$ cat src/rtl/cache_controller.sv
// Set-associative L1 controller: reads one set, resolves hit/miss with MESI/LRU
// update, writes the set back; also runs the full-array clear sweep and keeps statistics.

typedef struct packed {
    logic [11:0] tag;
    logic [13:0] set_index;
    logic [5:0]  offset;
} address_t;

typedef struct packed {
    logic [3:0] n;
    address_t   address;
} command_t;

// lru is 3 bits wide, so associativity tops out at 8 ways.
typedef struct packed {
    logic [11:0] tag;
    logic [1:0]  mesi;
    logic [2:0]  lru;
    logic [15:0] data;
} cache_line_t;

module cache_controller #(
    parameter int sets = 16384,
    parameter int ways = 8
) (
    input  logic                          clk,
    input  logic                          reset,
    input  logic                          cmd_valid,
    output logic                          cmd_ready,
    input  command_t                      cmd,
    output logic [$clog2(sets)-1:0]       set_idx,
    output logic                          rd_en,
    input  cache_line_t [ways-1:0]        rd_line,
    output logic                          wr_en,
    output cache_line_t [ways-1:0]        wr_line,
    output logic                          done,
    output logic                          hit,
    output logic                          miss,
    output logic                          writeback,
    output logic [31:0]                   hit_count,
    output logic [31:0]                   miss_count
);

    localparam int SW = $clog2(sets);
    localparam int WW = (ways > 1) ? $clog2(ways) : 1;
    localparam logic [2:0] LRU_MAX = 3'(ways - 1);

    localparam logic [1:0] MESI_I = 2'd0;
    localparam logic [1:0] MESI_S = 2'd1;
    localparam logic [1:0] MESI_E = 2'd2;
    localparam logic [1:0] MESI_M = 2'd3;

    localparam logic [2:0] ST_IDLE  = 3'd0;
    localparam logic [2:0] ST_RD    = 3'd1;
    localparam logic [2:0] ST_EVAL  = 3'd2;
    localparam logic [2:0] ST_WR    = 3'd3;
    localparam logic [2:0] ST_CLEAR = 3'd4;
    localparam logic [2:0] ST_ACK   = 3'd5;

    logic [2:0]             state_reg;
    command_t               cmd_reg;
    cache_line_t [ways-1:0] line_reg;
    logic                   hit_reg, miss_reg, wb_reg;
    logic [SW-1:0]          clr_reg;
    logic [31:0]            hit_count_reg, miss_count_reg;

    logic [ways-1:0]        hit_vec;
    logic                   hit_any;
    logic [WW-1:0]          hit_way, victim, touch_way;
    logic [2:0]             touch_old;
    cache_line_t [ways-1:0] touched, line_next, clear_line;
    logic                   wb_next;
    logic                   clr_last;
    logic                   unused_bits;

    assign clr_last    = (clr_reg == SW'(sets - 1));
    assign unused_bits = ^cmd_reg;

    genvar gi;
    generate
        for (gi = 0; gi < ways; gi++) begin : g_way
            assign hit_vec[gi] = (rd_line[gi].mesi != MESI_I) &&
                                 (rd_line[gi].tag == cmd_reg.address.tag);
            // Cleared set: LRU descending by way so way ways-1 is the first victim.
            assign clear_line[gi] = '{tag: 12'd0, mesi: MESI_I,
                                      lru: 3'(ways - 1 - gi), data: 16'(clr_reg)};
        end
    endgenerate

    assign hit_any = |hit_vec;

    always_comb begin
        hit_way = '0;
        victim  = '0;
        for (int k = 0; k < ways; k++) begin
            if (hit_vec[k]) hit_way = WW'(k);
            if (rd_line[k].lru == 3'd0) victim = WW'(k);
        end
    end

    assign touch_way = hit_any ? hit_way : victim;
    assign touch_old = rd_line[touch_way].lru;

    always_comb begin
        touched = rd_line;
        for (int k = 0; k < ways; k++) begin
            if (touch_way == WW'(k))
                touched[k].lru = LRU_MAX;
            else if (rd_line[k].lru > touch_old)
                touched[k].lru = rd_line[k].lru - 3'd1;
        end
    end

    always_comb begin
        line_next = rd_line;
        wb_next   = 1'b0;
        case (cmd_reg.n)
            4'd0, 4'd1, 4'd2: begin
                line_next = touched;
                if (hit_any) begin
                    if (cmd_reg.n == 4'd1) line_next[hit_way].mesi = MESI_M;
                end else begin
                    wb_next = (rd_line[victim].mesi == MESI_M);
                    line_next[victim].tag  = cmd_reg.address.tag;
                    line_next[victim].mesi = (cmd_reg.n == 4'd1) ? MESI_M : MESI_E;
                end
            end
            4'd3: begin
                if (hit_any) line_next[hit_way].mesi = MESI_I;
            end
            4'd4: begin
                if (hit_any && rd_line[hit_way].mesi == MESI_M) begin
                    wb_next = 1'b1;
                    line_next[hit_way].mesi = MESI_S;
                end else if (hit_any && rd_line[hit_way].mesi == MESI_E) begin
                    line_next[hit_way].mesi = MESI_S;
                end
            end
            default: ;
        endcase
    end

    always_ff @(posedge clk) begin
        if (reset) begin
            state_reg      <= ST_IDLE;
            clr_reg        <= '0;
            hit_reg        <= 1'b0;
            miss_reg       <= 1'b0;
            wb_reg         <= 1'b0;
            hit_count_reg  <= '0;
            miss_count_reg <= '0;
        end else begin
            case (state_reg)
                ST_IDLE: begin
                    if (cmd_valid) begin
                        clr_reg <= '0;
                        if (cmd.n == 4'd8)      state_reg <= ST_CLEAR;
                        else if (cmd.n <= 4'd4) state_reg <= ST_RD;
                        else                    state_reg <= ST_ACK;
                    end
                end
                ST_RD:   state_reg <= ST_EVAL;
                ST_EVAL: begin
                    hit_reg   <= hit_any;
                    miss_reg  <= !hit_any;
                    wb_reg    <= wb_next;
                    state_reg <= ST_WR;
                end
                ST_WR: begin
                    // Snoops and invalidates are reported but not counted.
                    if (cmd_reg.n <= 4'd2) begin
                        if (hit_reg && hit_count_reg != 32'hFFFF_FFFF)
                            hit_count_reg <= hit_count_reg + 32'd1;
                        if (miss_reg && miss_count_reg != 32'hFFFF_FFFF)
                            miss_count_reg <= miss_count_reg + 32'd1;
                    end
                    state_reg <= ST_IDLE;
                end
                ST_CLEAR: begin
                    if (clr_last) begin
                        hit_count_reg  <= '0;
                        miss_count_reg <= '0;
                        state_reg      <= ST_IDLE;
                    end else begin
                        clr_reg <= clr_reg + 1'b1;
                    end
                end
                default: state_reg <= ST_IDLE;
            endcase
        end
    end

    always_ff @(posedge clk) begin
        if (state_reg == ST_IDLE && cmd_valid) cmd_reg <= cmd;
        if (state_reg == ST_EVAL) line_reg <= line_next;
    end

    assign cmd_ready  = (state_reg == ST_IDLE);
    assign rd_en      = (state_reg == ST_RD);
    assign wr_en      = (state_reg == ST_WR) || (state_reg == ST_CLEAR);
    assign done       = (state_reg == ST_WR) || (state_reg == ST_ACK) ||
                        (state_reg == ST_CLEAR && clr_last);
    assign hit        = (state_reg == ST_WR) && hit_reg;
    assign miss       = (state_reg == ST_WR) && miss_reg;
    assign writeback  = (state_reg == ST_WR) && wb_reg;
    assign wr_line    = (state_reg == ST_CLEAR) ? clear_line : line_reg;
    assign hit_count  = hit_count_reg;
    assign miss_count = miss_count_reg;

    always_comb begin
        set_idx = '0;
        if (state_reg == ST_CLEAR)
            set_idx = clr_reg;
        else if (state_reg == ST_RD || state_reg == ST_EVAL || state_reg == ST_WR)
            set_idx = cmd_reg.address.set_index[SW-1:0];
    end

endmodule

$ cat config.mk
export PLATFORM = sky130hd
export DESIGN_NAME = cache_controller
export DESIGN_NICKNAME = d
export VERILOG_FILES = /design/src/rtl/cache_controller.sv
export SDC_FILE = /design/constraint.sdc
export NUM_CORES = 1
export LEC_CHECK = 0
export CAP_MARGIN = 0
export CORE_AREA = 2 2 253 255
export DETAILED_ROUTE_END_ITERATION = 7
export DIE_AREA = 0 0 255 257
export GPL_ROUTABILITY_DRIVEN = 0
export HOLD_SLACK_MARGIN = 0.12
export PLACE_DENSITY = 0.68
export SLEW_MARGIN = 10
export SYNTH_ARGS = -nofsm -noshare
export SYNTH_HDL_FRONTEND = slang
export SYNTH_SLANG_ARGS = --single-unit
$ cat constraint.sdc
create_clock -name clk -period 19.7 [get_ports clk]
set_input_delay 2.955 -clock clk [delete_from_list [all_inputs] [get_ports clk]]
set_output_delay 2.955 -clock clk [all_outputs]
set_load 0.01 [all_outputs]
==> results.toml, run 1 <==
[run_status]
status = "completed"

[setup_path]
critPathLaunchType = "input pin"
crit_type = "in -> reg"
cp_max_fo = 13
required_ps = 20020
arrival_ps = 8590
rr_worst_depth = 17
rr_startpoint = "cmd_reg[24]"
r2r-end = "line_reg[183]"
end_kind = "flop"
ff2ff_setup_slack_ps = 13360

[yosys]
synthAdderAreaFrac_pct = 2.012
synth.net_count = 2344
synthSimpleGateAreaFrac_pct = 17.78
yosys.area.top_type = "edfxtp_1"
ys_async_sr_fraction_pct = 0
synth-edff-count = 294
ys_seq_elements = 378
synth_xor_area_share_pct = 7.456
ys_warn_count = 0
synth_top_family_by_area = "simple AND/OR/NAND/NOR gates"
seq_area_frac_synth_pct = 49.71
synth_area_leaders = "edfxtp_1 (42%), dfxtp_1 (8.0%), mux2_2 (5.3%)"
syn_inst = 2007
synth_top_area_share_pct = 41.75
synth_top_flop_cell = "edfxtp_1"
synth_compound_area_share_pct = 11.42
synthMuxAreaShare_pct = 5.799
synth_area_mm2 = 0.02114
synthDistinctLibCells = 90
synth.avg_cell_area_um2 = 10.54

[min_path]
hp-class = "reg -> reg"
hp-start = "hit_reg"
min_path_cells = 2
hold_path_end = "hit_reg"

[floorplan]
die_area_mm2 = 0.06554
fp-row-count = 92
start_util_pct = 33.70
die_h_um = 257
core_area_mm2 = 0.06274
io_pins = 652
dieWidth_um = 255

[power_and_ir_drop]
irDropWorstVdd_mv = 0.07847
power.share.clock_pct = 29.7
seqPwrFrac_pct = 35.7
combinationalPowerShare_pct = 34.6
p_switching_uw = 938.1
p_int_mw = 2.018
p_per_area_mw_per_mm2 = 100.9
swShare_pct = 31.73
leakagePower_nw = 10.89

[placement]
placed_cells = 3272
io_buffers = 645
pre_cts_ws_ps = 11000
post-dp-hpwl_um = 56720

[sta]
tns_ps = 0
worst_pin_slew_ps = 1218
fin_crit_sh_pct = 41.93
hold_viol = 0
finalMaxSlewViolations = 0
final.setup.worst_slack_ps = 11440
skew_ps = 18.36
grt_setup_unrepaired = "no"
relSlewSlack_pct = 18.78
max_freq_ghz = 0.1211
setup_viol = 0
fin_crit_ps = 8261

[clock_network]
postCtsResizedCells = 0
cts_hold_buf = 0
tritoncts = "yes"
path_clk_slew_ps = 60
h-tree-depth = 2
cts-root-buf = "clkbuf_16"
cts_setup_buffers = 0
clockBufferDepth = 3
cts_buffers = 45
cts.sinks = 378
insertion_delay_ps = 580

[flow_run]
maxCapViolCount = 0

[finish]
utilization_pct = 46.70
layout-drive-gt1-share_pct = 9.685
syn_to_final_growth_pct = 38.57
layout.cells.most_common = "clkdlybuf4s50_1"
nets = 2810
layout_common_cells = "clkdlybuf4s50_1 (645), edfxtp_1 (294), and2_1 (151), nor2_1 (141), a21o_1 (130)"
instances_no_fill = 3362
largest_reg_flops = 264

[global_route]
grt_max_degree = 151
grt_pass1_vias = 17700
grt-ovfl-total = 0
antenna_found_initial = 9
grt_pass1_wl_um = 111000
grt_usage_pct = 22.25

[routing]
dr_wl_met2_um = 36990
ant_nets = 0
highest_layer = "met5"
drtIter0Drc = 1539
viasPerCell = 5.225
vias = 17570
dr.pass1.iters = 8
wl_per_cell_um = 22.48
wl_met1_um = 28530
drt_drc_violations_left = 0
drt-total-wl_um = 75580
wl_met3_um = 7022
[cell families after synthesis]
family,Yosys count
flops,378
xor+xnor,168
fa+ha+maj,34
mux,110
buf+inv,281
compound gates,351
simple gates,685
[through the flow]
| stage | hold WS (ps) | area [um2] | power [mW] |
|---|---|---|---|
| after floorplan | 468.2 | 21150 | 1.598 |
| after global placement | 480.5 | 27750 | 2.082 |
| after detailed placement | 495.6 | 27750 | 2.095 |
| after CTS | 503.3 | 29280 | 2.984 |
| after global routing | 536.9 | 29300 | 3.086 |
| final | 502.2 | 29300 | 2.956 |
[worst max-delay path by stage]
| stage | depth (start not counted) | end | slack, ps | from |
|---|---|---|---|---|
| 2_1_floorplan | 4 | hit_reg | 7770 | state_reg[2] |
| 3_3_place_gp | 18 | line_reg[183] | 11040 | rd_line[261] |
| 3_5_place_dp | 18 | line_reg[183] | 11000 | rd_line[261] |
| 4_1_cts | 17 | line_reg[16] | 11540 | rd_line[261] |
| 5_1_grt | 18 | line_reg[183] | 11140 | rd_line[261] |
| 6_report | 20 | line_reg[183] | 11440 | rd_line[83] |
[critical path: stages]
cell and delay [ps]:
clkdlybuf4s50_1 620, inv_1 130, ha_1 190, nor2b_1 140, o2bb2ai_1 270, a21oi_1 150
o21ai_0 490, nor3_1 260, nor2_1 780, o21ai_0 180, o21ai_0 610, buf_4 260
ha_1 240, nor2_1 200, nand2_1 70, a2111oi_0 440, a31oi_1 120, a31oi_1 230
and3_1 180, a21oi_1 40
[final cells by class]
cell class              instances  area, um2
well taps                     846       1059
inverters                      38      142.6
clock inverters                31      361.6
clock buffers                  52       1174
fillers                      5616      33440
repair buffers                662       6596
multi-input cells            1348       9439
flip-flops and latches        378      10510
diodes                          7      17.52
[power groups by stage]
stage                     sequential [mW]  combinational (mW)  clock [mW]
after floorplan                      1.07               0.530           0
after global placement               1.07                1.01           0
after detailed placement             1.07                1.02           0
after CTS                            1.06                1.03       0.896
after global routing                 1.07                1.09       0.926
final                                1.06                1.02       0.877
[Yosys cell counts (22+ instances only)]
master,number
edfxtp_1,294
clkbuf_1,204
and2_1,151
nor2_1,142
a21o_1,130
nand2_1,101
mux2_2,99
xor2_1,96
dfxtp_1,84
nand3_1,68
xnor2_1,58
o21ai_0,56
a21oi_1,53
and3_1,42
inv_1,38
nand4_1,36
ha_1,34
nand2b_1,23
nor4_1,23
nor3_1,22
[metal layers]
layer	vias up	GRT usage [%]
met4	2	8.528
met2	910	38.26
li1	8010	-
met3	171	5.766
met5	-	0
met1	8474	26.45
No activity file was read; power rests on OpenSTA's default activity.
==> inputs of run 2 (changes only) <==
Settings changed: CORE_AREA 2 2 253 255 to 2 2 254 256, DIE_AREA 0 0 255 257 to 0 0 256 258, PLACE_DENSITY 0.68 to 0.66.
Clock period 19.7 ns to 8.7 ns, I/O delays scaled along.
==> results.toml, run 2 (synthesis gave the netlist of run 1 again) <==
[routing]
viasPerCell = 5.232
ant_nets = 0
dr.pass1.iters = 5
wl_per_cell_um = 22.62
vias = 17600
drtIter0Drc = 1496
drt-total-wl_um = 76080
drt_drc_violations_left = 0

[power_and_ir_drop]
seqPwrFrac_pct = 36.8
p_per_area_mw_per_mm2 = 225.0
p_int_mw = 4.431
combinationalPowerShare_pct = 34.9
p_switching_mw = 2.137
swShare_pct = 32.54
leakagePower_nw = 10.84
power.share.clock_pct = 28.3
irDropWorstVdd_mv = 0.1634

[floorplan]
dieWidth_um = 256
io_pins = 652
die_h_um = 258
core_area_mm2 = 0.06365
start_util_pct = 33.22
die_area_mm2 = 0.06605
fp-row-count = 93

[global_route]
grt-ovfl-total = 0
grt_pass1_vias = 17620
antenna_found_initial = 5
grt_usage_pct = 22.14
grt_max_degree = 182
grt_pass1_wl_um = 112500

[setup_path]
crit_type = "in -> reg"
arrival_ps = 6870
rr_startpoint = "cmd_reg[20]"
required_ps = 9030
cp_max_fo = 15
setup.worst_path.start = "rd_line[83]"
critPathLaunchType = "input pin"
end_kind = "flop"

[sta]
worst_pin_slew_ps = 1183
hold_viol = 0
finalMaxSlewViolations = 0
skew_ps = 25.78
fin_crit_sh_pct = 75.11
fin_hold_ws_ps = 504.1
relSlewSlack_pct = 21.13
grt_setup_unrepaired = "no"
setup_viol = 0
tns_ps = 0
fin_crit_ps = 6535
max_freq_ghz = 0.1530

[flow_run]
maxCapViolCount = 0

[min_path]
hp-start = "hit_reg"
hp-class = "reg -> reg"

[clock_network]
clockBufferDepth = 3
cts_setup_buffers = 0
insertion_delay_ps = 600
h-tree-depth = 2
path_clk_slew_ps = 70
tritoncts = "yes"
postCtsResizedCells = 0
cts_hold_buf = 0
cts_buffers = 45
cts.sinks = 378
cts-root-buf = "clkbuf_16"

[finish]
utilization_pct = 45.86
largest_reg_flops = 264
instances_no_fill = 3364
layout-drive-gt1-share_pct = 9.389
nets = 2807
layout.cells.most_common = "clkdlybuf4s50_1"
syn_to_final_growth_pct = 38.04
layout_common_cells = "clkdlybuf4s50_1 (645), edfxtp_1 (294), and2_1 (151), nor2_1 (141), a21o_1 (130)"
fillers = 5897

[placement]
placed_cells = 3278
io_buffers = 645
post-dp-hpwl_um = 56600

[run_status]
status = "completed"
## run 2: cell count changes in the layout (fill, tap and decap cells not counted), sizes merged
| cell | change |
|---|---|
| bufinv | -5 |
| clkbuf | +4 |
| clkinvlp | -4 |
| buf | -3 |
| clkinv | +3 |
| diode | -1 |
| inv | -1 |
## run 2: final cells by class
class                   instances  area, um2  share of cell area, %
inverters                      38      142.6                 0.4887
clock inverters                24      236.5                 0.8102
diodes                          6      15.01                0.05144
clock buffers                  56       1189                  4.072
flip-flops and latches        378      10510                  36.01
multi-input cells            1348       9439                  32.34
well taps                     855       1070                  3.665
repair buffers                659       6586                  22.57
## run 2: power by group through the flow
stage	clock, mW	sequential [mW]	combinational, mW
after CTS	1.90	2.42	2.31
after global routing	1.96	2.44	2.45
after global placement	0	2.45	2.27
after floorplan	0	2.38	1.20
after detailed placement	0	2.45	2.29
final	1.86	2.42	2.30
## run 2: worst max-delay path, stage by stage
cell	delay (ps)
clkdlybuf4s50_1	620
inv_1	130
ha_1	200
nor2b_1	140
a21oi_1	620
o21ai_0	250
and3_4	260
o21ai_2	570
buf_4	270
mux2i_1	190
nand2_1	70
a31oi_1	750
ha_1	420
nand2_1	130
a21oi_2	40
a211oi_1	400
nor2_1	130
mux2_1	340
## run 2: through the flow
stage | setup WS (ps) | total power, mW | cell area, um2
after detailed placement | 1608 | 4.741 | 27750
after global routing | 1781 | 6.854 | 29180
after CTS | 2243 | 6.628 | 29170
after global placement | 1851 | 4.715 | 27750
final | 2165 | 6.567 | 29190
after floorplan | 677.8 | 3.583 | 21160
## run 2: layer usage
layer	up-vias	GRT usage, %	share of wire [%]	wire, um
met5	-	0	0.014	11
met4	2	7.164	3.0	2287
met3	148	5.850	8.5	6479
met2	892	38.33	49	37250
met1	8558	26.81	40	30060
li1	8001	-	-	-
## run 2: worst paths after layout
kind	endpoint	slack (ps)	cells after the start
max	line_reg[16]	2170	18
min	hit_reg	500	2
max reg2reg	line_reg[16]	2580	15
min reg2reg	hit_reg	500	2
